<file path="src/rtl/img_pkg.sv">
// -----------------------------------------------------------------------------
// img_pkg
// Shared constants and types for the mode-2 image fetch path.
//   MAX_ROW / MAX_COL : image geometry (rows, words per row)
//   ROW_W / LEN_W     : widths of the row counter and transfer length
//   FETCH_LEN         : mode-2 window length (three full rows)
//   rf_state_e        : row_fetch_sequencer FSM states
// -----------------------------------------------------------------------------
package img_pkg;

    localparam int MAX_ROW   = 360;
    localparam int MAX_COL   = 540;
    localparam int ROW_W     = 10;
    localparam int LEN_W     = 20;
    localparam int FETCH_LEN = 3 * MAX_COL;

    typedef enum logic [1:0] {
        RF_IDLE  = 2'd0,
        RF_ISSUE = 2'd1,
        RF_DRAIN = 2'd2,
        RF_DONE  = 2'd3
    } rf_state_e;

endpackage

</file>
<file path="src/rtl/row_fetch_sequencer_bram_rd_pipe.sv">
// -----------------------------------------------------------------------------
// bram_rd_pipe
// RD_LAT-deep delay line that tracks outstanding BRAM reads. Each stage holds
// a valid bit and the destination index of the word in flight, so the output
// stage lines up with the BRAM read data.
//   clk, rst_n : clock, asynchronous active-low reset
//   flush      : synchronous clear of all in-flight valids
//   push_vld   : a read is being issued this cycle
//   push_idx   : index tagged onto that read
//   out_vld    : read data for out_idx is on the BRAM port this cycle
//   out_idx    : index of the word currently returning
// -----------------------------------------------------------------------------
module bram_rd_pipe #(
    parameter int RD_LAT = 2,
    parameter int IDX_W  = 13
) (
    input  logic             clk,
    input  logic             rst_n,
    input  logic             flush,
    input  logic             push_vld,
    input  logic [IDX_W-1:0] push_idx,
    output logic             out_vld,
    output logic [IDX_W-1:0] out_idx
);

    // Stage 0 is the combinational input; stages 1..RD_LAT are registers.
    logic [RD_LAT:1]            vld_q;
    logic [RD_LAT:1][IDX_W-1:0] idx_q;
    logic [RD_LAT:0]            vld_pipe;
    logic [RD_LAT:0][IDX_W-1:0] idx_pipe;

    always_comb begin
        vld_pipe = {vld_q, push_vld};
        idx_pipe = {idx_q, push_idx};
    end

    always_ff @(posedge clk or negedge rst_n) begin
        if (!rst_n) begin
            vld_q <= '0;
            idx_q <= '0;
        end else begin
            // Indices need no clearing: they are only looked at with a valid.
            vld_q <= flush ? '0 : vld_pipe[RD_LAT-1:0];
            idx_q <= idx_pipe[RD_LAT-1:0];
        end
    end

    assign out_vld = vld_pipe[RD_LAT];
    assign out_idx = idx_pipe[RD_LAT];

endmodule

</file>
<file path="src/rtl/row_fetch_sequencer.sv">
// -----------------------------------------------------------------------------
// row_fetch_sequencer
// Mode-2 fetch engine. Each controller FETCH phase streams a window of rows
// r-1, r, r+1 (clamped at the image borders) from the image BRAM into the
// core's line buffer, then pulses fetch_done_o. Also owns the image row
// counter r, advanced by core_done_i.
//   clk, rst_n     : clock, asynchronous active-low reset
//   fetch_run_i    : level, high while the controller is in FETCH
//   cnt_len_i      : words per transfer (normally 3*MAX_COL)
//   core_done_i    : pulse, advance row counter (ignored while busy)
//   row_clr_i      : pulse, clear row counter (wins over core_done_i)
//   bram_en_o / bram_addr_o / bram_rdata_i : image BRAM read port
//   buf_we_o / buf_waddr_o / buf_wdata_o   : line-buffer write port
//   fetch_done_o   : one-cycle pulse, transfer complete
//   busy_o         : transfer in progress (issuing or draining)
//   cnt_img_row_o  : current row counter
// -----------------------------------------------------------------------------
module row_fetch_sequencer #(
    parameter int MAX_ROW = img_pkg::MAX_ROW,
    parameter int MAX_COL = img_pkg::MAX_COL,
    parameter int DATA_W  = 8,
    parameter int RD_LAT  = 2,
    parameter int ADDR_W  = 18,
    parameter int BUF_AW  = 12
) (
    input  logic                      clk,
    input  logic                      rst_n,
    input  logic                      fetch_run_i,
    input  logic [img_pkg::LEN_W-1:0] cnt_len_i,
    input  logic                      core_done_i,
    input  logic                      row_clr_i,
    output logic                      bram_en_o,
    output logic [ADDR_W-1:0]         bram_addr_o,
    input  logic [DATA_W-1:0]         bram_rdata_i,
    output logic                      buf_we_o,
    output logic [BUF_AW-1:0]         buf_waddr_o,
    output logic [DATA_W-1:0]         buf_wdata_o,
    output logic                      fetch_done_o,
    output logic                      busy_o,
    output logic [img_pkg::ROW_W-1:0] cnt_img_row_o
);

    import img_pkg::*;

    localparam int COL_W  = (MAX_COL > 1) ? $clog2(MAX_COL) : 1;
    // Unclamped source row r-1+seg; two spare bits cover the -1 start and
    // lengths far beyond three rows.
    localparam int UROW_W = LEN_W + 2;

    localparam logic [COL_W-1:0]  COL_LAST   = COL_W'(MAX_COL - 1);
    localparam logic [ROW_W-1:0]  ROW_LAST   = ROW_W'(MAX_ROW - 1);
    localparam logic [ADDR_W-1:0] ROW_STRIDE = ADDR_W'(MAX_COL);
    localparam logic [UROW_W-1:0] UROW_HI    = UROW_W'(MAX_ROW - 2);

    rf_state_e state_q, state_d;

    logic [LEN_W-1:0]  len_q;
    logic [LEN_W-1:0]  word_q;
    logic [COL_W-1:0]  col_q;
    logic [UROW_W-1:0] urow_q;      // r-1+seg, two's complement
    logic [ADDR_W-1:0] src_base_q;  // clamp(urow)*MAX_COL
    logic [ROW_W-1:0]  row_q;
    logic [ADDR_W-1:0] row_base_q;  // row_q*MAX_COL, kept alongside the counter
    logic              in_done_q;

    logic              busy;
    logic              abort;
    logic              start;
    logic              issue;
    logic              last_word;
    logic              pipe_vld;
    logic [BUF_AW:0]   pipe_idx;    // {last word flag, buffer index}

    assign busy      = (state_q == RF_ISSUE) || (state_q == RF_DRAIN);
    assign abort     = busy && !fetch_run_i;
    assign start     = (state_q == RF_IDLE) && fetch_run_i;
    assign issue     = (state_q == RF_ISSUE) && fetch_run_i;
    assign last_word = (word_q == len_q - LEN_W'(1));

    // Tagging the final word lets DRAIN finish on its write-back without a
    // separate occupancy counter.
    bram_rd_pipe #(
        .RD_LAT (RD_LAT),
        .IDX_W  (BUF_AW + 1)
    ) u_rd_pipe (
        .clk      (clk),
        .rst_n    (rst_n),
        .flush    (abort),
        .push_vld (issue),
        .push_idx ({last_word, word_q[BUF_AW-1:0]}),
        .out_vld  (pipe_vld),
        .out_idx  (pipe_idx)
    );

    // ---------------------------------------------------------------- FSM
    always_ff @(posedge clk or negedge rst_n) begin
        if (!rst_n) state_q <= RF_IDLE;
        else        state_q <= state_d;
    end

    always_comb begin
        state_d      = state_q;
        bram_en_o    = 1'b0;
        bram_addr_o  = '0;
        buf_we_o     = 1'b0;
        buf_waddr_o  = '0;
        buf_wdata_o  = '0;
        fetch_done_o = 1'b0;
        busy_o       = busy;

        case (state_q)
            RF_IDLE: begin
                if (fetch_run_i)
                    state_d = (cnt_len_i == '0) ? RF_DONE : RF_ISSUE;
            end
            RF_ISSUE: begin
                if (!fetch_run_i)  state_d = RF_IDLE;
                else if (last_word) state_d = RF_DRAIN;
            end
            RF_DRAIN: begin
                if (!fetch_run_i)                 state_d = RF_IDLE;
                else if (pipe_vld && pipe_idx[BUF_AW]) state_d = RF_DONE;
            end
            RF_DONE: begin
                // Holding here until the run level drops prevents a retrigger.
                if (!fetch_run_i) state_d = RF_IDLE;
                fetch_done_o = !in_done_q;
            end
            default: state_d = RF_IDLE;
        endcase

        if (issue) begin
            bram_en_o   = 1'b1;
            bram_addr_o = src_base_q + ADDR_W'(col_q);
        end

        // An abort masks the word returning in the same cycle as well.
        if (pipe_vld && !abort) begin
            buf_we_o    = 1'b1;
            buf_waddr_o = pipe_idx[BUF_AW-1:0];
            buf_wdata_o = bram_rdata_i;
        end
    end

    // ---------------------------------------------------------- datapath
    always_ff @(posedge clk or negedge rst_n) begin
        if (!rst_n) begin
            len_q      <= '0;
            word_q     <= '0;
            col_q      <= '0;
            urow_q     <= '0;
            src_base_q <= '0;
            row_q      <= '0;
            row_base_q <= '0;
            in_done_q  <= 1'b0;
        end else begin
            in_done_q <= (state_q == RF_DONE);

            if (start) begin
                len_q      <= cnt_len_i;
                word_q     <= '0;
                col_q      <= '0;
                urow_q     <= UROW_W'(row_q) - UROW_W'(1);
                src_base_q <= (row_q == '0) ? '0 : row_base_q - ROW_STRIDE;
            end else if (issue) begin
                word_q <= word_q + LEN_W'(1);
                if (col_q == COL_LAST) begin
                    col_q  <= '0;
                    urow_q <= urow_q + UROW_W'(1);
                    // The clamped row only moves when the next segment's
                    // unclamped row (urow+1) lies inside 1..MAX_ROW-1.
                    if (!urow_q[UROW_W-1] && (urow_q <= UROW_HI))
                        src_base_q <= src_base_q + ROW_STRIDE;
                end else begin
                    col_q <= col_q + COL_W'(1);
                end
            end

            if (row_clr_i) begin
                row_q      <= '0;
                row_base_q <= '0;
            end else if (core_done_i && !busy) begin
                if (row_q == ROW_LAST) begin
                    row_q      <= '0;
                    row_base_q <= '0;
                end else begin
                    row_q      <= row_q + ROW_W'(1);
                    row_base_q <= row_base_q + ROW_STRIDE;
                end
            end
        end
    end

    assign cnt_img_row_o = row_q;

endmodule

</file>
<file path="config.mk">
export PLATFORM = sky130hd
export DESIGN_NAME = row_fetch_sequencer
export DESIGN_NICKNAME = d
export VERILOG_FILES = /design/src/rtl/img_pkg.sv /design/src/rtl/row_fetch_sequencer_bram_rd_pipe.sv /design/src/rtl/row_fetch_sequencer.sv
export SDC_FILE = /design/constraint.sdc
export NUM_CORES = 1
export LEC_CHECK = 0
export ABC_AREA = 1
export ABC_CLOCK_PERIOD_IN_PS = 2500
export BUFFER_PORTS_ARGS = -buffer_cell sky130_fd_sc_hd__buf_2
export CORE_UTILIZATION = 30
export DETAILED_ROUTE_END_ITERATION = 10
export PLACE_DENSITY = 0.44
export SYNTH_ARGS = -nofsm -noshare
export SYNTH_HDL_FRONTEND = slang
export SYNTH_SLANG_ARGS = --single-unit
export TNS_END_PERCENT = 10
</file>
<file path="constraint.sdc">
create_clock -name clk -period 2.5 [get_ports clk]
set_clock_uncertainty 0.1 [all_clocks]
set_input_delay 0.375 -clock clk [delete_from_list [all_inputs] [get_ports clk]]
set_output_delay 0.375 -clock clk [all_outputs]
set_load 0.01 [all_outputs]
</file>
Yosys cells after proc, flatten, opt, wreduce, memory -nomap -nowiden
Index checks and enable logic that the tools add are counted.

Equality and inequality tests: 10. Add/subtract/negate cells: 10. Reductions and logical operators: 23. Magnitude comparators: 1. Multiplexer cells: 34.

Operators with widths (count): $mux 18 (9); $mux 22 (3); $mux 10 (6); $mux 20 (2); $add 18x10->18 const B (2); $add 22x1->22 const B (1); $le 22x9->1 const B (1); $add 10x1->10 const B (2); $add 20x1->20 const B (1); $eq 20x20->1 (1); $logic_not 20->1 (1); $sub 20x1->20 const B (1); $add 18x10->18 (1); $sub 18x10->18 const B (1); $mux 2 (8); $mux 12 (1); $sub 10x1->11 const B (1); $eq 10x10->1 const B (1); $eq 10x9->1 const B (1); $logic_not 10->1 (1); $mux 8 (1); $pmux 2 s4 (1); $reduce_bool 2->1 (4); $logic_and 1x1->1 (7); 12 further kinds (20).

Output and inout bits: 52. Register bits: 149.

Longest topological paths before layout
Gate-level depths: netlist of run 1.

Depth in word-level cells: 6. Gate-level depth with buffers: 16. Mapped depth without buffers: 16.

Modules after synthesis
A second synthesis of run 1 with hierarchy kept.

Cells, all modules: 1273. Area total of the unflattened synthesis: 9351.5 sq um.

Modules (own cells, without submodules): row_fetch_sequencer (cells an instance 1228, area each 8538.2 sq um, instances 1); bram_rd_pipe (cells an instance 45, area each 813.3 sq um, instances 1).

Worst setup path after synthesis of run 1
No wires, ideal clock.

Path type: flip-flop to output port. Start point: register col_q[1]. End point: output bram_addr_o[11]. Data required time: 2.025 ns. Cell stages (with the launch flop): 10. Buffers on the path: 0. Setup slack: 0.249 ns. Arrival time: 1.776 ns. Cells stage by stage: dfrtp_1 > ha_1 > nand2_1 > nand2_1 > o21ai_0 > o21ai_1 > a21oi_1 > o21ai_0 > o21ai_0 > a21oi_1.

Longest elaborated chain between the ends: 2.

Ends and longest elaborated chain: start, declared (line row_fetch_sequencer.sv:59) `logic [COL_W-1:0] col_q;`; start signal, assigned (line row_fetch_sequencer.sv:175) `col_q <= col_q + COL_W'(1);`; $add 18x10->18 (line row_fetch_sequencer.sv:134) `bram_addr_o = src_base_q + ADDR_W'(col_q);`; $mux 18 (line row_fetch_sequencer.sv:132) `if (issue) begin`; end, declared (line row_fetch_sequencer.sv:33) `output logic [ADDR_W-1:0] bram_addr_o,`.

No other way between the ends.

Final worst setup path of run 1
Start point: register col_q[5]. End point: output bram_addr_o[15].

Same word-level chain as after synthesis.

==> reports/metrics.csv, run 1 <==
stage;metric;value;unit
yosys;ys_async_sr_fraction;100;%
clock_network;cts_sinks;146;
global_routing;grt_max_degree;46;
drt;drc_errors;0;
clock_network;cts_inserted_buffers;17;
yosys;yosys_warnings;0;
cells_and_area;num_antenna_cells;0;
timing;finalSetupViolations;14;
worst_setup_path;worstPathArrival;2.22;ns
floorplanning;dieWidth;178;um
drt;vias;8550;
global_routing;gr-usage-all-layers;17.3;%
job;drv_cap;0;
cells_and_area;nets;1462;
worst_setup_path;crit_fanout;5;
yosys;syn-num-nets;1340;
place;gp_congestion;0.859;
yosys;synthDistinctLibCells;53;
global_routing;grt_pass1_vias;8387;
global_routing;globalRouteOverflowTotal;0;
worst_setup_path;path_class;register to output pin;
timing;fin_crit;2.70;ns
floorplanning;rows;64;
worst_setup_path;crit_path_end_kind;output pin;
floorplanning;core;0.0305;mm^2
worst_setup_path;crit_path_start_kind;register;
floorplanning;die_area;0.0316;mm^2
place;post-dp-hpwl;19500;um
drt;drt_wl_total;26000;um
timing;setup_slack;-0.198;ns
pwr;p_per_area;1020;mW/mm^2
drt;drt_first_pass_iters;5;
timing;worst_pin_slew;0.620;ns
pwr;power;11.5;mW
cells_and_area;drive_gt1_share;18.4;%
floorplanning;die_h;178;um
timing;hold_viol;0;
drt;routed_via_density;4.72;
floorplanning;ios;85;
yosys;synth_area_per_cell;7.24;um^2
place;port-buffer-count;84;
timing;rsz0062_at_grt;yes;
place;placed_area;0.0104;mm^2
floorplanning;start_util;30.4;%
timing;final_max_slew_viol_count;0;
cells_and_area;postLayoutCoreUtil;37.1;%
drt;wire_per_inst;14.4;um
drt;first_iter_violations;412;
worst_setup_path;required;2.03;ns
timing;maxSlewHeadroom;58.3;%
yosys;synth_seq_cells;146;
cells_and_area;layout_common_cells;288 x nand2_1, 166 x inv_1, 143 x nor2_1;
clock_network;cts_buffer_depth;2;
drt;antenna_left;0;
yosys;syn_area;0.00928;mm^2
place;detailedPlace.worstSlack;-0.0377;ns
clock_network;cts-root-buf;clkbuf_16;
global_routing;antenna_found_initial;0;
cells_and_area;final_common_cell;nand2_1;
pwr;leakage;5.47;nW
global_routing;grt_pass1_wl;42700;um
cells_and_area;stdcell_area;0.0113;mm^2
yosys;synth_edf_count;0;
yosys;ys.flop_type;dfrtp_1;
yosys;syn_inst;1281;
clock_network;htreeDepth;4;
run_status;violations;setup timing;
run_status;status;complete, but fails checks;
cells_and_area;areaGrowthSynthToFinish;22.1;%
timing;period_share;108;%
yosys;seq_area_frac_synth;39.4;%
clock_network;tritoncts;yes;
pwr;ir_worst_vdd;568;uV
timing;fmax;371;MHz
hold_path;holdCritPathClass;input pin to register;
clock_network;clkTransAtPathRegs;0.07;ns
clock_network;clk_latency;0.45;ns
[state kept, by name, indices dropped and copies added (netlist names)]
name,count
cnt_img_row_o,10
col_q,10
in_done_q,1
len_q,20
row_base_q,16
src_base_q,17
state_q,2
u_rd_pipe.idx_pipe,13
u_rd_pipe.out_idx,13
u_rd_pipe.vld_q,2
urow_q,22
word_q,20
[cell families after synthesis]
logic type	Yosys count	share of synthesized area, %
fa+ha+maj	26	3.59
flops	146	39.4
simple gates	613	29.1
compound gates	235	14.1
buf+inv	209	8.89
xor+xnor	52	4.91
[cells in the mapped netlist (3+ instances only)]
master,instances,area [um^2]
nand2_1,289,1080
inv_1,168,631
nor2_1,153,574
dfrtp_1,146,3650
o21ai_0,92,460
a21oi_1,77,385
nand3_1,75,375
xor2_1,40,350
ha_1,25,313
nand4_1,23,144
nor3_1,21,105
clkbuf_1,16,60.1
o21ai_1,14,70.1
xnor2_1,12,105
nor2_2,11,68.8
a31oi_1,10,62.6
nor4_1,9,56.3
buf_2,8,40.0
o22ai_1,8,50.1
inv_2,7,26.3
nand2_2,7,43.8
nor3_2,7,70.1
buf_1,4,15.0
nor3b_1,4,30.0
o31ai_1,4,30.0
buf_6,3,33.8
nand3_2,3,30.0
nor2_4,3,33.8
o211ai_1,3,22.5
o21a_1,3,22.5
o21ai_2,3,26.3
o32ai_1,3,26.3
[through the flow]
step / instances / setup TNS, ns / hold slack, ns
after global routing: 1812 / -3.45 / 0.0425
after floorplan: 1281 / 0 / -0.0206
final: 1812 / -1.49 / 0.0373
after global placement: 1772 / -0.0317 / 0.232
after CTS: 1807 / -2.71 / 0.0316
after detailed placement: 1772 / -0.0588 / 0.235
[area by class of cell]
class                           count  area [um^2]
Tap cell                          396          495
Clock buffer                       17          425
Inverter                          176          664
Clock inverter                     15          175
Multi-Input combinational cell    926         5030
Timing Repair Buffer              136          873
Fill cell                        3226        19200
Sequential cell                   146         3660
[worst max-delay path, stage by stage, from the launching register on]
cell	delay, ns
dfrtp_1	0.44
ha_4	0.30
buf_4	0.12
nand2_1	0.06
nor2_2	0.13
nand3_1	0.09
o211ai_1	0.19
nand2_1	0.12
o21ai_1	0.13
a21oi_1	0.04
buf_2	0.14
[final timing paths]
| check | start | to | slack [ns] | cells after the start |
|---|---|---|---|---|
| worst min-delay path | cnt_len_i[18] | len_q[18] | 0.04 | 3 |
| worst min register to register | u_rd_pipe.idx_pipe[18] | u_rd_pipe.out_idx[5] | 0.25 | 0 |
| worst max-delay path | col_q[5] | bram_addr_o[15] | -0.20 | 10 |
| min in group asynchronous | rst_n | u_rd_pipe.out_idx[2] | 0.34 | 2 |
| max in group asynchronous | rst_n | row_base_q[10] | 1.25 | 3 |
| worst max register to register | state_q[0] | cnt_img_row_o[8] | 0.24 | 10 |
[where the power goes]
part	switching [mW]	leakage [nW]	internal [mW]
clock	1.24	0.299	1.44
sequential	0.801	1.92	2.97
combinational	3.12	3.24	1.92
total	5.16	5.47	6.33
[timing repair]
item | in CTS | in global routing
pin swaps | 9 | 16
endpoints found under the hold margin | 41 | 0
hold buffers | 1 | 0
resized for setup | 21 | 41
endpoints found under the setup margin | 29 | 48
setup buffers | 2 | 5
[metal layers]
| layer | wire [um] | up-vias | global-route usage [%] | part of all wire, % |
|---|---|---|---|---|
| li1 | - | 4430 | - | - |
| met1 | 12200 | 3984 | 21.7 | 47 |
| met2 | 12700 | 100 | 29.9 | 49 |
| met3 | 617 | 36 | 2.85 | 2.4 |
| met4 | 509 | 0 | 5.77 | 2.0 |
| met5 | 0 | - | 0 | 0 |
Note: power is estimated with default switching activity, not from simulation.
==> run 2: changes to the inputs <==
--- a/config.mk
+++ b/config.mk
@@ -5,7 +5,6 @@
 export SDC_FILE = /design/constraint.sdc
 export NUM_CORES = 1
 export LEC_CHECK = 0
-export ABC_AREA = 1
 export ABC_CLOCK_PERIOD_IN_PS = 2500
 export BUFFER_PORTS_ARGS = -buffer_cell sky130_fd_sc_hd__buf_2
 export CORE_UTILIZATION = 30
==> reports/metrics.csv, run 2 <==
stage;metric;value;unit;change
run_status;status;complete, but fails checks;;unchanged
run_status;violations;setup timing;;unchanged
clock_network;cts_buffer_depth;2;;unchanged
cells_and_area;final_common_cell;dfrtp_1;;was nand2_1
timing;fmax;315;MHz;was 371 MHz
timing;finalSetupViolations;26;;was 14
worst_setup_path;path_class;register to output pin;;unchanged
pwr;power_frac_seq;32.0;%;was 32.8%
floorplanning;rows;62;;was 64
worst_setup_path;crit_fanout;5;;unchanged
yosys;syn_area;0.00889;mm^2;was 0.00928 mm^2
yosys;synthTopCellsByCount;146 x dfrtp_1, 146 x nand2_1, 120 x nor2_1;;was 289 x nand2_1, 168 x inv_1, 153 x nor2_1
timing;maxSlewHeadroom;62.1;%;was 58.3%
cells_and_area;areaGrowthSynthToFinish;29.3;%;was 22.1%
drt;wire_per_inst;14.8;um;was 14.4 um
timing;fin_crit;3.18;ns;was 2.70 ns
clock_network;clk_latency;0.42;ns;was 0.45 ns
pwr;ir_worst_vdd;429;uV;was 568 uV
floorplanning;start_util;30.7;%;was 30.4%
clock_network;cts_sinks;146;;unchanged
yosys;ys_async_sr_fraction;100;%;unchanged
worst_setup_path;crit_chain;ha_2 -> fa_2 -> a21oi_2 -> o21bai_2 -> a21oi_2 -> o21ai_2 -> a311oi_1 -> buf_4 -> nor3b_1 -> xnor2_1 -> nor2_1 -> buf_2;;was ha_4 -> buf_4 -> nand2_1 -> nor2_2 -> nand3_1 -> o211ai_1 -> nand2_1 -> o21ai_1 -> a21oi_1 -> buf_2
pwr;power;10.9;mW;was 11.5 mW
cells_and_area;num_antenna_cells;0;;unchanged
timing;setup_slack;-0.678;ns;was -0.198 ns
cells_and_area;nets;1306;;was 1462
place;port-buffer-count;84;;unchanged
yosys;synth_top_area_share;41.1;%;was 39.4%
yosys;seq_area_frac_synth;41.1;%;was 39.4%
floorplanning;ios;85;;unchanged
cells_and_area;reg_top3;urow_q (22), len_q (20), word_q (20);;unchanged
drt;routed_via_density;4.89;;was 4.72
cells_and_area;stdcell_area;0.0115;mm^2;was 0.0113 mm^2
floorplanning;die_h;174;um;was 178 um
worst_setup_path;critPathMaxStageDelay;0.39;ns;was 0.44 ns
timing;final_max_slew_viol_count;0;;unchanged
clock_network;cts_inserted_buffers;17;;unchanged
global_routing;antenna_found_initial;0;;unchanged
timing;hold_viol;0;;unchanged
yosys;synthDistinctLibCells;72;;was 53
worst_setup_path;required;2.03;ns;about the same
global_routing;grt_pass1_wl;40600;um;was 42700 um
pwr;leakage;5.40;nW;was 5.47 nW
pwr;power.internal;6.74;mW;was 6.33 mW
timing;setup_tns;-8.72;ns;was -1.49 ns
cells_and_area;fillCellCount;2945;;was 3226
pwr;p_per_area;949;mW/mm^2;was 1020 mW/mm^2
worst_setup_path;crit_path_start_kind;register;;unchanged
yosys;yosys_warnings;0;;unchanged
drt;antenna_left;0;;unchanged
drt;drc_errors;0;;unchanged
floorplanning;dieWidth;174;um;was 178 um
pwr;clockPowerShare;25.5;%;was 23.3%
timing;period_share;127;%;was 108%
global_routing;grt_max_degree;53;;was 46
yosys;synth_edf_count;0;;unchanged
drt;drt_first_pass_iters;4;;was 5
yosys;syn_inst;1061;;was 1281
cells_and_area;layout_common_cells;144 x dfrtp_1, 143 x nand2_1, 134 x buf_4;;was 288 x nand2_1, 166 x inv_1, 143 x nor2_1
yosys;ys_top_cells_by_area;dfrtp_1 41%, nand2_1 6.2%, o21ai_0 5.2%;;was dfrtp_1 39%, nand2_1 12%, inv_1 6.8%
drt;drt_wl_total;24400;um;was 26000 um
clock_network;tritoncts;yes;;unchanged
place;gp_congestion;0.819;;was 0.859
worst_setup_path;worstPathArrival;2.70;ns;was 2.22 ns
worst_setup_path;slowest_stage;dfrtp_1;;unchanged
drt;vias;8036;;was 8550
clock_network;cts-root-buf;clkbuf_16;;unchanged
cells_and_area;largest_reg_flops;22;;unchanged
yosys;synth_seq_cells;146;;unchanged
worst_setup_path;cp_common_cell;a21oi_2;;was nand2_1
place;placed_area;0.0106;mm^2;was 0.0104 mm^2
clock_network;htreeDepth;4;;unchanged
job;drv_cap;0;;unchanged
yosys;ys.flop_type;dfrtp_1;;unchanged
yosys;synth_area_per_cell;8.38;um^2;was 7.24 um^2
place;detailedPlace.worstSlack;-0.657;ns;was -0.0377 ns
worst_setup_path;crit_path_end_kind;output pin;;unchanged
cells_and_area;regMostFlops;urow_q;;unchanged
pwr;swShare;38.2;%;was 44.9%
global_routing;grt_pass1_vias;7868;;was 8387
pwr;p_sw;4.17;mW;was 5.16 mW
global_routing;gr-usage-all-layers;16.7;%;was 17.3%
pwr;comb_power_share;42.5;%;was 43.9%
floorplanning;core;0.0289;mm^2;was 0.0305 mm^2
hold_path;holdCritPathClass;input pin to register;;unchanged
cells_and_area;drive_gt1_share;24.5;%;was 18.4%
floorplanning;die_area;0.0303;mm^2;was 0.0316 mm^2
place;post-dp-hpwl;18100;um;was 19500 um
timing;rsz0062_at_grt;yes;;unchanged
yosys;syn-num-nets;1120;;was 1340
clock_network;clkTransAtPathRegs;0.07;ns;about the same
timing;worst_pin_slew;0.567;ns;was 0.620 ns
global_routing;globalRouteOverflowTotal;0;;unchanged
drt;first_iter_violations;403;;was 412
yosys;synth_top_area_cell;dfrtp_1;;unchanged
[run 2: changes by cell type after synthesis, sizes merged, moves of 38 or more]
| cell | change |
|---|---|
| nand3 | -45 |
| and3 | +48 |
| inv | -150 |
| nand2 | -151 |
| xnor2 | +38 |
| nor2 | -49 |
[run 2: metal layers]
| layer | part of all wire (%) | vias up | global-route usage [%] |
|---|---|---|---|
| li1 | - | 4081 | - |
| met1 | 50 | 3822 | 23.2 |
| met2 | 47 | 117 | 26.8 |
| met3 | 2.5 | 16 | 2.76 |
| met4 | 1.0 | 0 | 4.13 |
| met5 | 0 | - | 0 |
[run 2: worst paths after layout]
check | startpoint | endpoint | slack [ns] | cells past startpoint
max reg2reg | len_q[0] | state_q[0] | -0.66 | 8
min | cnt_len_i[5] | len_q[5] | 0.06 | 3
max in group asynchronous | rst_n | src_base_q[9] | 1.19 | 3
min in group asynchronous | rst_n | src_base_q[0] | 0.38 | 2
min reg2reg | u_rd_pipe.idx_pipe[21] | u_rd_pipe.out_idx[8] | 0.25 | 0
max | src_base_q[0] | bram_addr_o[14] | -0.68 | 12
[run 2: cell type report]
class,count,area [um^2],share of cell area [%]
clock buffers,19,453,3.94
clock inverters,12,183,1.59
inverters,26,97.6,0.849
multi-input cells,831,5090,44.3
flip-flops and latches,146,3660,31.8
well taps,384,480,4.18
repair buffers,225,1540,13.4
[run 2: through the flow]
step	hold WS [ns]	util, %	cells
finish	0.0607	39.7	1643
detailed placement	0.235	36.8	1605
CTS	0.0407	39.3	1640
global route	0.0558	39.7	1643
global placement	0.232	36.8	1605
floorplan	-0.0206	-	1061
[run 2: logic make-up after synthesis]
logic type               Yosys count  share of synthesized area [%]
flip-flops                       146                           41.1
AO/OA/AOI/OAI                    223                           15.1
buffers and inverters             84                           3.81
multiplexers                       2                          0.281
adder cells (fa/ha/maj)           26                           3.74
AND/OR/NAND/NOR                  490                           27.1
XOR/XNOR                          90                           8.87
[run 2: timing repair]
item	CTS	global route
gates resized for setup	15	29
endpoints found under the setup margin	79	81
setup buffers	3	3
pin swaps	6	13
endpoints found under the hold margin	49	0
hold buffers	1	0
[run 2: critical path: cells and delay by family, from the launching register on]
kind                       cells  cell delay (ns)
and+or+nand+nor                2             0.14
xor gates and xnor gates       1             0.13
adders and majority gates      2             0.54
buffers and inverters          2             0.32
AOI/OAI and AO/OA              5             0.76
DFF                            1             0.39
[run 2: power groups by stage]
stage | Clock [mW] | Combinational [mW] | Sequential, mW
3_5_place_dp | 0 | 4.56 | 3.54
4_1_cts | 2.87 | 4.61 | 3.50
3_3_place_gp | 0 | 4.55 | 3.53
6_report | 2.78 | 4.64 | 3.50
2_1_floorplan | 0 | 2.80 | 3.43
5_1_grt | 2.95 | 5.23 | 3.60
